## config.mk

```make
export PLATFORM = sky130hd
export DESIGN_NAME = difficulty_select
export DESIGN_NICKNAME = d
export VERILOG_FILES = /design/src/rtl/difficulty_pkg.sv /design/src/rtl/key_conditioner.sv /design/src/rtl/difficulty_select.sv
export SDC_FILE = /design/constraint.sdc
export NUM_CORES = 1
export LEC_CHECK = 0
export ABC_AREA = 0
export CAP_MARGIN = 30
export CELL_PAD_IN_SITES_DETAIL_PLACEMENT = 0
export CELL_PAD_IN_SITES_GLOBAL_PLACEMENT = 2
export CORE_ASPECT_RATIO = 0.8
export CORE_MARGIN = 2
export CORE_UTILIZATION = 34
export DETAILED_ROUTE_END_ITERATION = 8
export HOLD_SLACK_MARGIN = 0.08
export PLACE_DENSITY_LB_ADDON = 0.2
export SYNTH_ARGS = -nofsm -noshare
export SYNTH_HDL_FRONTEND = slang
export SYNTH_SLANG_ARGS = --single-unit
```

## constraint.sdc

```tcl
create_clock -name clock -period 1.7 [get_ports clock]
set_input_delay 0.34 -clock clock [delete_from_list [all_inputs] [get_ports clock]]
set_output_delay 0.34 -clock clock [all_outputs]
set_load 0.01 [all_outputs]
```

## src/rtl/difficulty_pkg.sv

```systemverilog
// Shared level/state definitions for the level-select interface, also used by the
// difficulty decoder and the menu display.
package difficulty_pkg;

  localparam int LVL_W = 2;

  localparam logic [LVL_W-1:0] LVL_EASY = 2'd0;
  localparam logic [LVL_W-1:0] LVL_MED  = 2'd1;
  localparam logic [LVL_W-1:0] LVL_HARD = 2'd2;

  typedef enum logic {
    ST_MENU = 1'b0,
    ST_PLAY = 1'b1
  } state_t;

  // {hard, med, easy} line pattern for a level; anything unexpected maps to EASY
  function automatic logic [2:0] level_lines(input logic [LVL_W-1:0] lvl);
    case (lvl)
      LVL_HARD: return 3'b100;
      LVL_MED:  return 3'b010;
      default:  return 3'b001;
    endcase
  endfunction

  function automatic logic [LVL_W-1:0] lvl_next(input logic [LVL_W-1:0] lvl);
    case (lvl)
      LVL_EASY: return LVL_MED;
      LVL_MED:  return LVL_HARD;
      default:  return LVL_EASY;
    endcase
  endfunction

  function automatic logic [LVL_W-1:0] lvl_prev(input logic [LVL_W-1:0] lvl);
    case (lvl)
      LVL_HARD: return LVL_MED;
      LVL_MED:  return LVL_EASY;
      default:  return LVL_HARD;
    endcase
  endfunction

endpackage

```

## src/rtl/key_conditioner.sv

```systemverilog
// Raw key conditioning: two-flop synchroniser, stability debounce and a one-cycle
// pulse on each debounced press.
module key_conditioner #(
  parameter int DEBOUNCE_CYCLES = 500000,
  parameter int DB_W            = 20
) (
  input  logic clock,
  input  logic resetn,
  input  logic raw,
  output logic pulse
);

  localparam logic [DB_W-1:0] CNT_LAST = DB_W'(DEBOUNCE_CYCLES - 1);

  logic            sync1;
  logic            sync2;
  logic            db;
  logic [DB_W-1:0] cnt;

  // NOTE: sequential state uses non-blocking assignments so every flop samples
  // pre-edge values, exactly like the synchroniser chain it describes.
  always_ff @(posedge clock) begin
    if (!resetn) begin
      sync1 <= 1'b0;
      sync2 <= 1'b0;
      // Debounced value starts as "pressed": a key held through reset must be
      // released before it can count as a new press; an idle key settles silently.
      db    <= 1'b1;
      cnt   <= '0;
      pulse <= 1'b0;
    end else begin
      sync1 <= raw;
      sync2 <= sync1;
      pulse <= 1'b0;
      if (sync2 == db) begin
        cnt <= '0;
      end else if (cnt == CNT_LAST) begin
        cnt   <= '0;
        db    <= sync2;
        pulse <= sync2;
      end else begin
        cnt <= cnt + DB_W'(1);
      end
    end
  end

endmodule

```

## src/rtl/difficulty_select.sv

```systemverilog
// Menu-side level-select driver: debounced keys move a cursor and commit one held
// hard/med/easy line. Optional idle auto-commit when MENU_TIMEOUT_EN is defined.
module difficulty_select
  import difficulty_pkg::*;
#(
  parameter int DEBOUNCE_CYCLES = 500000,
  parameter int DB_W            = 20,
  parameter int TIMEOUT_CYCLES  = 500000000,
  parameter int TO_W            = 29
) (
  input  logic             clock,
  input  logic             resetn,
  input  logic             key_up,
  input  logic             key_down,
  input  logic             key_select,
  input  logic             key_back,
  input  logic             game_done,
  output logic             hard,
  output logic             med,
  output logic             easy,
  output logic [LVL_W-1:0] highlight,
  output logic             menu_active
);

  logic up_p, down_p, sel_p, back_p;

  key_conditioner #(.DEBOUNCE_CYCLES(DEBOUNCE_CYCLES), .DB_W(DB_W)) u_up (
    .clock(clock), .resetn(resetn), .raw(key_up), .pulse(up_p));
  key_conditioner #(.DEBOUNCE_CYCLES(DEBOUNCE_CYCLES), .DB_W(DB_W)) u_down (
    .clock(clock), .resetn(resetn), .raw(key_down), .pulse(down_p));
  key_conditioner #(.DEBOUNCE_CYCLES(DEBOUNCE_CYCLES), .DB_W(DB_W)) u_select (
    .clock(clock), .resetn(resetn), .raw(key_select), .pulse(sel_p));
  key_conditioner #(.DEBOUNCE_CYCLES(DEBOUNCE_CYCLES), .DB_W(DB_W)) u_back (
    .clock(clock), .resetn(resetn), .raw(key_back), .pulse(back_p));

  state_t           state, state_nx;
  logic [LVL_W-1:0] hl_cur, hl_nx;
  logic [2:0]       lines_nx;
  logic             any_pulse;
  logic             timeout_hit;

  assign any_pulse = up_p | down_p | sel_p | back_p;

`ifdef MENU_TIMEOUT_EN
  logic [TO_W-1:0] idle_cnt;

  // Any key activity restarts the idle window, so it never commits alongside a key.
  assign timeout_hit = (state == ST_MENU) && !any_pulse &&
                       (idle_cnt == TO_W'(TIMEOUT_CYCLES - 1));

  always_ff @(posedge clock) begin
    if (!resetn) begin
      idle_cnt <= '0;
    end else if (state != ST_MENU || any_pulse || timeout_hit) begin
      idle_cnt <= '0;
    end else begin
      idle_cnt <= idle_cnt + TO_W'(1);
    end
  end
`else
  assign timeout_hit = 1'b0;
`endif

  // A cursor value of 3 should never occur; it is read as EASY and rewritten.
  assign hl_cur = (highlight == 2'd3) ? LVL_EASY : highlight;

  // NOTE: every signal written here gets a default first, so no path leaves one
  // unassigned and no latch is inferred.
  always_comb begin
    state_nx = state;
    hl_nx    = hl_cur;
    lines_nx = {hard, med, easy};
    case (state)
      ST_MENU: begin
        lines_nx = 3'b000;
        if (sel_p || timeout_hit) begin
          state_nx = ST_PLAY;
          lines_nx = level_lines(hl_cur);
        end else if (down_p && !up_p) begin
          hl_nx = lvl_next(hl_cur);
        end else if (up_p && !down_p) begin
          hl_nx = lvl_prev(hl_cur);
        end
      end
      ST_PLAY: begin
        if (back_p || game_done) begin
          state_nx = ST_MENU;
          lines_nx = 3'b000;
        end
      end
      default: begin
        state_nx = ST_MENU;
        lines_nx = 3'b000;
      end
    endcase
  end

  always_ff @(posedge clock) begin
    if (!resetn) begin
      state              <= ST_MENU;
      highlight          <= LVL_EASY;
      {hard, med, easy}  <= 3'b000;
      menu_active        <= 1'b1;
    end else begin
      state              <= state_nx;
      highlight          <= hl_nx;
      {hard, med, easy}  <= lines_nx;
      menu_active        <= (state_nx == ST_MENU);
    end
  end

endmodule
```

## Word-level counts from Yosys, hierarchy flattened

Index checks and enable logic that the tools add are counted.

| word-level totals | value |
|---|---|
| register bits | 103 |
| bits of input ports | 7 |
| output and inout port bits | 6 |
| logic and storage cells | 85 |

| operators by class | value |
|---|---|
| add/sub/neg operators | 4 |
| eq/ne operators | 12 |
| mux-type cells | 14 |
| bitwise operators | 11 |
| reduce and logical (&&, ||, !) cells | 18 |

Operators by type and width:

| operator | number |
|---|---|
| $add 20x1->20 const B | 4 |
| $eq 20x19->1 const B | 4 |
| $reduce_or 3->1 | 8 |
| $pmux 3 s2 | 2 |
| $not 1->1 | 11 |
| $mux 2 | 5 |
| $pmux 2 s2 | 2 |
| $reduce_and 2->1 | 4 |
| $mux 3 | 2 |
| $eq 1x1->1 | 4 |
| $eq 2x2->1 const B | 2 |
| $eq 2x1->1 const B | 1 |
| $logic_and 1x1->1 | 2 |
| $logic_not 1->1 | 2 |
| $logic_not 2->1 | 1 |
| $mux 1 | 2 |
| $ne 2x1->1 const B | 1 |
| $pmux 1 s2 | 1 |
| $logic_or 1x1->1 | 1 |

## Depth between registers and ports, before layout

| depth | value |
|---|---|
| word-level depth | 8 |
| gate-level depth with buffers | 7 |
| depth with buffers taken out | 6 |

## Cells and area by module

A second synthesis with hierarchy kept.

| second synthesis, totals | value |
|---|---|
| cell total of the unflattened synthesis | 494 |
| area, all modules | 4505.6 µm² |

Modules (own cells, without submodules):

| module | instances | cells an instance | area an instance (µm²) | sequential area each (µm²) |
|---|---|---|---|---|
| key_conditioner | 4 | 114 | 1034.7 | 480.5 |
| difficulty_select | 1 | 38 | 366.6 | 140.1 |

## Worst setup path after synthesis

No wires, ideal clock.

| path | value |
|---|---|
| path type | register to register |
| start point | reg u_select.cnt[12] |
| end point | reg u_select.cnt[10] |
| setup time | 0.115 ns |
| arrival | 1.666 ns |
| data required time | 1.585 ns |
| setup slack | -0.081 ns |
| cell stages (with the launch flop) | 6 |
| path buffers | 1 |
| period minus slack after synthesis | 1.781 ns |
| cells stage by stage | dfxtp_1 > or4b_1 > or4_4 > o21ai_4 > buf_6 > nor2_1 |

| between the ends | value |
|---|---|
| longest elaborated chain between the ends | 2 |

RTL lines:

| what | RTL line | source |
|---|---|---|
| from (decl) | key_conditioner.sv:18 | `logic [DB_W-1:0] cnt;` |
| from (signal assigned) | key_conditioner.sv:42 | `cnt <= cnt + DB_W'(1);` |
| $eq 20x19->1 | key_conditioner.sv:37 | `end else if (cnt == CNT_LAST) begin` |
| $reduce_or 3->1 (no source line) | n/a |  |

Every way passes these cells.
A chain may end at the register's enable or synchronous reset.

## Final worst setup path

| path | value |
|---|---|
| start point | reg u_select.cnt[12] |
| end point | reg u_select.cnt[15] |

| between the ends | value |
|---|---|
| longest elaborated chain between the ends | 2 |
| elaborated cells on any way between the ends | 3 |
| those cells by class | 1 x add/sub; 1 x eq/ne; 1 x reduce/logical |

RTL lines:

| what |
|---|
| parallel branches: the longest is 2 deep, another holds $add 20x1->20 |

Parallel ways; which one is timed is not known.

==> results.json <==
{
  "antenna_found_initial": 0,
  "tns_ps": -1238,
  "clock_latency_ps": 340,
  "drt_pre_antenna_iters": 5,
  "slew_viol_final": 0,
  "violations": "setup timing",
  "netlist.area_leader.share": 0.4545,
  "power.density_nw_per_um2": 818.5,
  "start_kind": "flop",
  "period_share": 1.048,
  "std_cell_rows": 37,
  "maxSlewHeadroom": 0.7505,
  "yosysTopAreaCell": "dfxtp_1",
  "cts_tree": "yes",
  "die_w_um": 133.2,
  "synthFlopType": "dfxtp_1",
  "grt_max_degree": 21,
  "critPathKind": "reg2reg",
  "drcViolationCount": 0,
  "grt.overflow.total": 0,
  "hold_viol": 0,
  "grt_pass1_wl_um": 17150,
  "synthTopCellsByCount": "dfxtp_1, nor2_1, xnor2_1, nand2_1, nand3_1",
  "cts_buffers": 9,
  "hold_depth": 1,
  "cts_root_buf": "clkbuf_16",
  "diodes": 0,
  "via_count": 3811,
  "die_h_um": 107.3,
  "dieArea_um2": 14290,
  "seq_area_frac_synth": 0.4545,
  "ys_types": 44,
  "mappedNetlistArea_um2": 4537,
  "p_sw_frac": 0.2141,
  "synth.most_common_cell": "dfxtp_1",
  "grt_pass1_vias": 3641,
  "fin_cells": 777,
  "grt_usage": 0.1485,
  "ant_nets": 0,
  "syn_nets": 532,
  "fin_skew_ps": 6.124,
  "setup_violations": 17,
  "max_freq_ghz": 0.5614,
  "synth_edf_count": 0,
  "worst_pin_slew_ps": 371.5,
  "globalplace.congestion": 0.7617,
  "start_util": 0.3500,
  "yosysWarnings": 0,
  "fin_nets": 611,
  "run_status": "complete, but fails checks",
  "io_buffers": 12,
  "rsz0062_at_grt": "yes",
  "synthTopCellsByArea": "dfxtp_1, xnor2_1, nor2_1",
  "numClockSinks": 103,
  "cp_data_required_time_ps": 1940,
  "avgSynthCellArea_um2": 8.758,
  "min-delay-path-class": "reg2reg",
  "cap_violations": 0,
  "fillers": 1267,
  "drtIter0Drc": 197,
  "area_growth_pct": 26.59,
  "p_int_mw": 3.694,
  "postSynthCellCount": 518,
  "cts_buffer_depth": 2,
  "fin_total_pwr_mw": 4.701,
  "pwr-share-comb": 0.040,
  "cp-end-kind": "flop",
  "crit_fanout": 17,
  "cts.clk_slew.worst_paths_ps": 70,
  "p_leak_nw": 1.987,
  "reg2reg_depth": 5,
  "ctsHoldBuffers": 0,
  "period_minus_slack_ps": 1781,
  "seq_power_share": 0.526,
  "wirelength_um": 9807,
  "core_um2": 12960,
  "fin_ws_ps": -81.31,
  "drive_gt1_frac": 0.1944,
  "io_pins": 13,
  "dp_hpwl_um": 7096,
  "async_flop_share": 0,
  "htree_num_levels": 3,
  "avgViaCountPerCell": 4.905,
  "dp.cells": 759,
  "power.switching_mw": 1.007,
  "synth-seq-cells": 103,
  "clkPwrFrac": 0.434,
  "wire_per_inst_um": 12.62,
  "ir_drop_v": 0.0005143,
  "cp.arrival_ps": 2020
}
final cells by class:
type	instances	area, um^2	area share
clock buffer	14	284.0	0.04946
clock inverter	2	12.51	0.002179
inverter	15	56.30	0.009804
multi-input combinational	383	2405	0.4187
sequential	103	2073	0.3610
tap	175	219.0	0.03813
timing repair buffer	85	693.2	0.1207
metal layers:
metal,part of all wire,vias to the layer above,GRT usage
li1,-,1997,-
met1,0.54,1770,0.2049
met2,0.42,29,0.2206
met3,0.028,15,0.03955
met4,0.018,0,0.06079
met5,0,-,0
sequential cells by signal (all words and copies together), names as in the netlist, 2 cells and up:
signal,count
highlight,2
u_back.cnt,20
u_down.cnt,20
u_select.cnt,20
u_up.cnt,20
critical path, cell delays in order, from the launching register on:
cell,delay [ps]
dfxtp_2,340
or4b_1,510
or4_4,450
o21ai_4,160
buf_12,160
nor2_1,50
cell families after synthesis:
| kind of cell | Yosys count | share of synthesized area |
|---|---|---|
| DFF | 103 | 0.4545 |
| xor gates and xnor gates | 56 | 0.1081 |
| AOI/OAI and AO/OA | 56 | 0.07529 |
| adders and majority gates | 7 | 0.01930 |
| muxes | 1 | 0.002206 |
| and+or+nand+nor | 263 | 0.3108 |
| buffers and inverters | 32 | 0.02978 |
cell usage in the layout, fill, tap and decap left out, drive strengths merged, types with 8 or more instances in the layout:
master / count
buf: 73
and4: 8
dfxtp: 103
xor2: 23
nor3: 12
nand3: 28
and2: 12
clkbuf: 14
a21oi: 20
clkdlybuf4s50: 11
nand4: 25
inv: 14
or3: 14
or4: 12
xnor2: 33
nand2: 32
nor4: 20
nor2: 76
o21ai: 18
through the flow:
stage	worst slack (ps)	hold slack (ps)	area, um^2	util
CTS	-76.35	435.3	5658	0.4365
floorplan	-77.74	411.9	4538	-
global placement	-58.32	414.2	5356	0.4132
global route	-120.0	444.6	5743	0.4431
finish	-81.31	432.7	5743	0.4431
detailed placement	-68.93	419.0	5356	0.4132
worst paths after layout:
path	startpoint	end	slack [ps]
worst max-delay path	u_select.cnt[12]$_SDFF_PP0_	u_select.cnt[15]$_SDFF_PP0_	-80
worst min-delay path	u_up.sync1$_SDFF_PN0_	u_up.sync2$_SDFF_PN0_	430
worst min register to register	u_up.sync1$_SDFF_PN0_	u_up.sync2$_SDFF_PN0_	430
worst max register to register	u_select.cnt[12]$_SDFF_PP0_	u_select.cnt[15]$_SDFF_PP0_	-80
power by group through the flow:
stage | Sequential (mW) | Clock [mW] | Combinational (mW)
after floorplan | 2.52 | 0 | 0.0961
after global placement | 2.52 | 0 | 0.184
after detailed placement | 2.52 | 0 | 0.185
after CTS | 2.47 | 2.12 | 0.187
after global routing | 2.48 | 2.21 | 0.214
final | 2.47 | 2.04 | 0.190
what timing repair did:
action / 4_1_cts / 5_1_grt
pin swaps: 0 / 3
gates resized for setup: 1 / 24
setup buffers: 0 / 1
setup endpoints to repair: 18 / 66
cloned: 0 / 1
(Power assumes the default switching activity.)
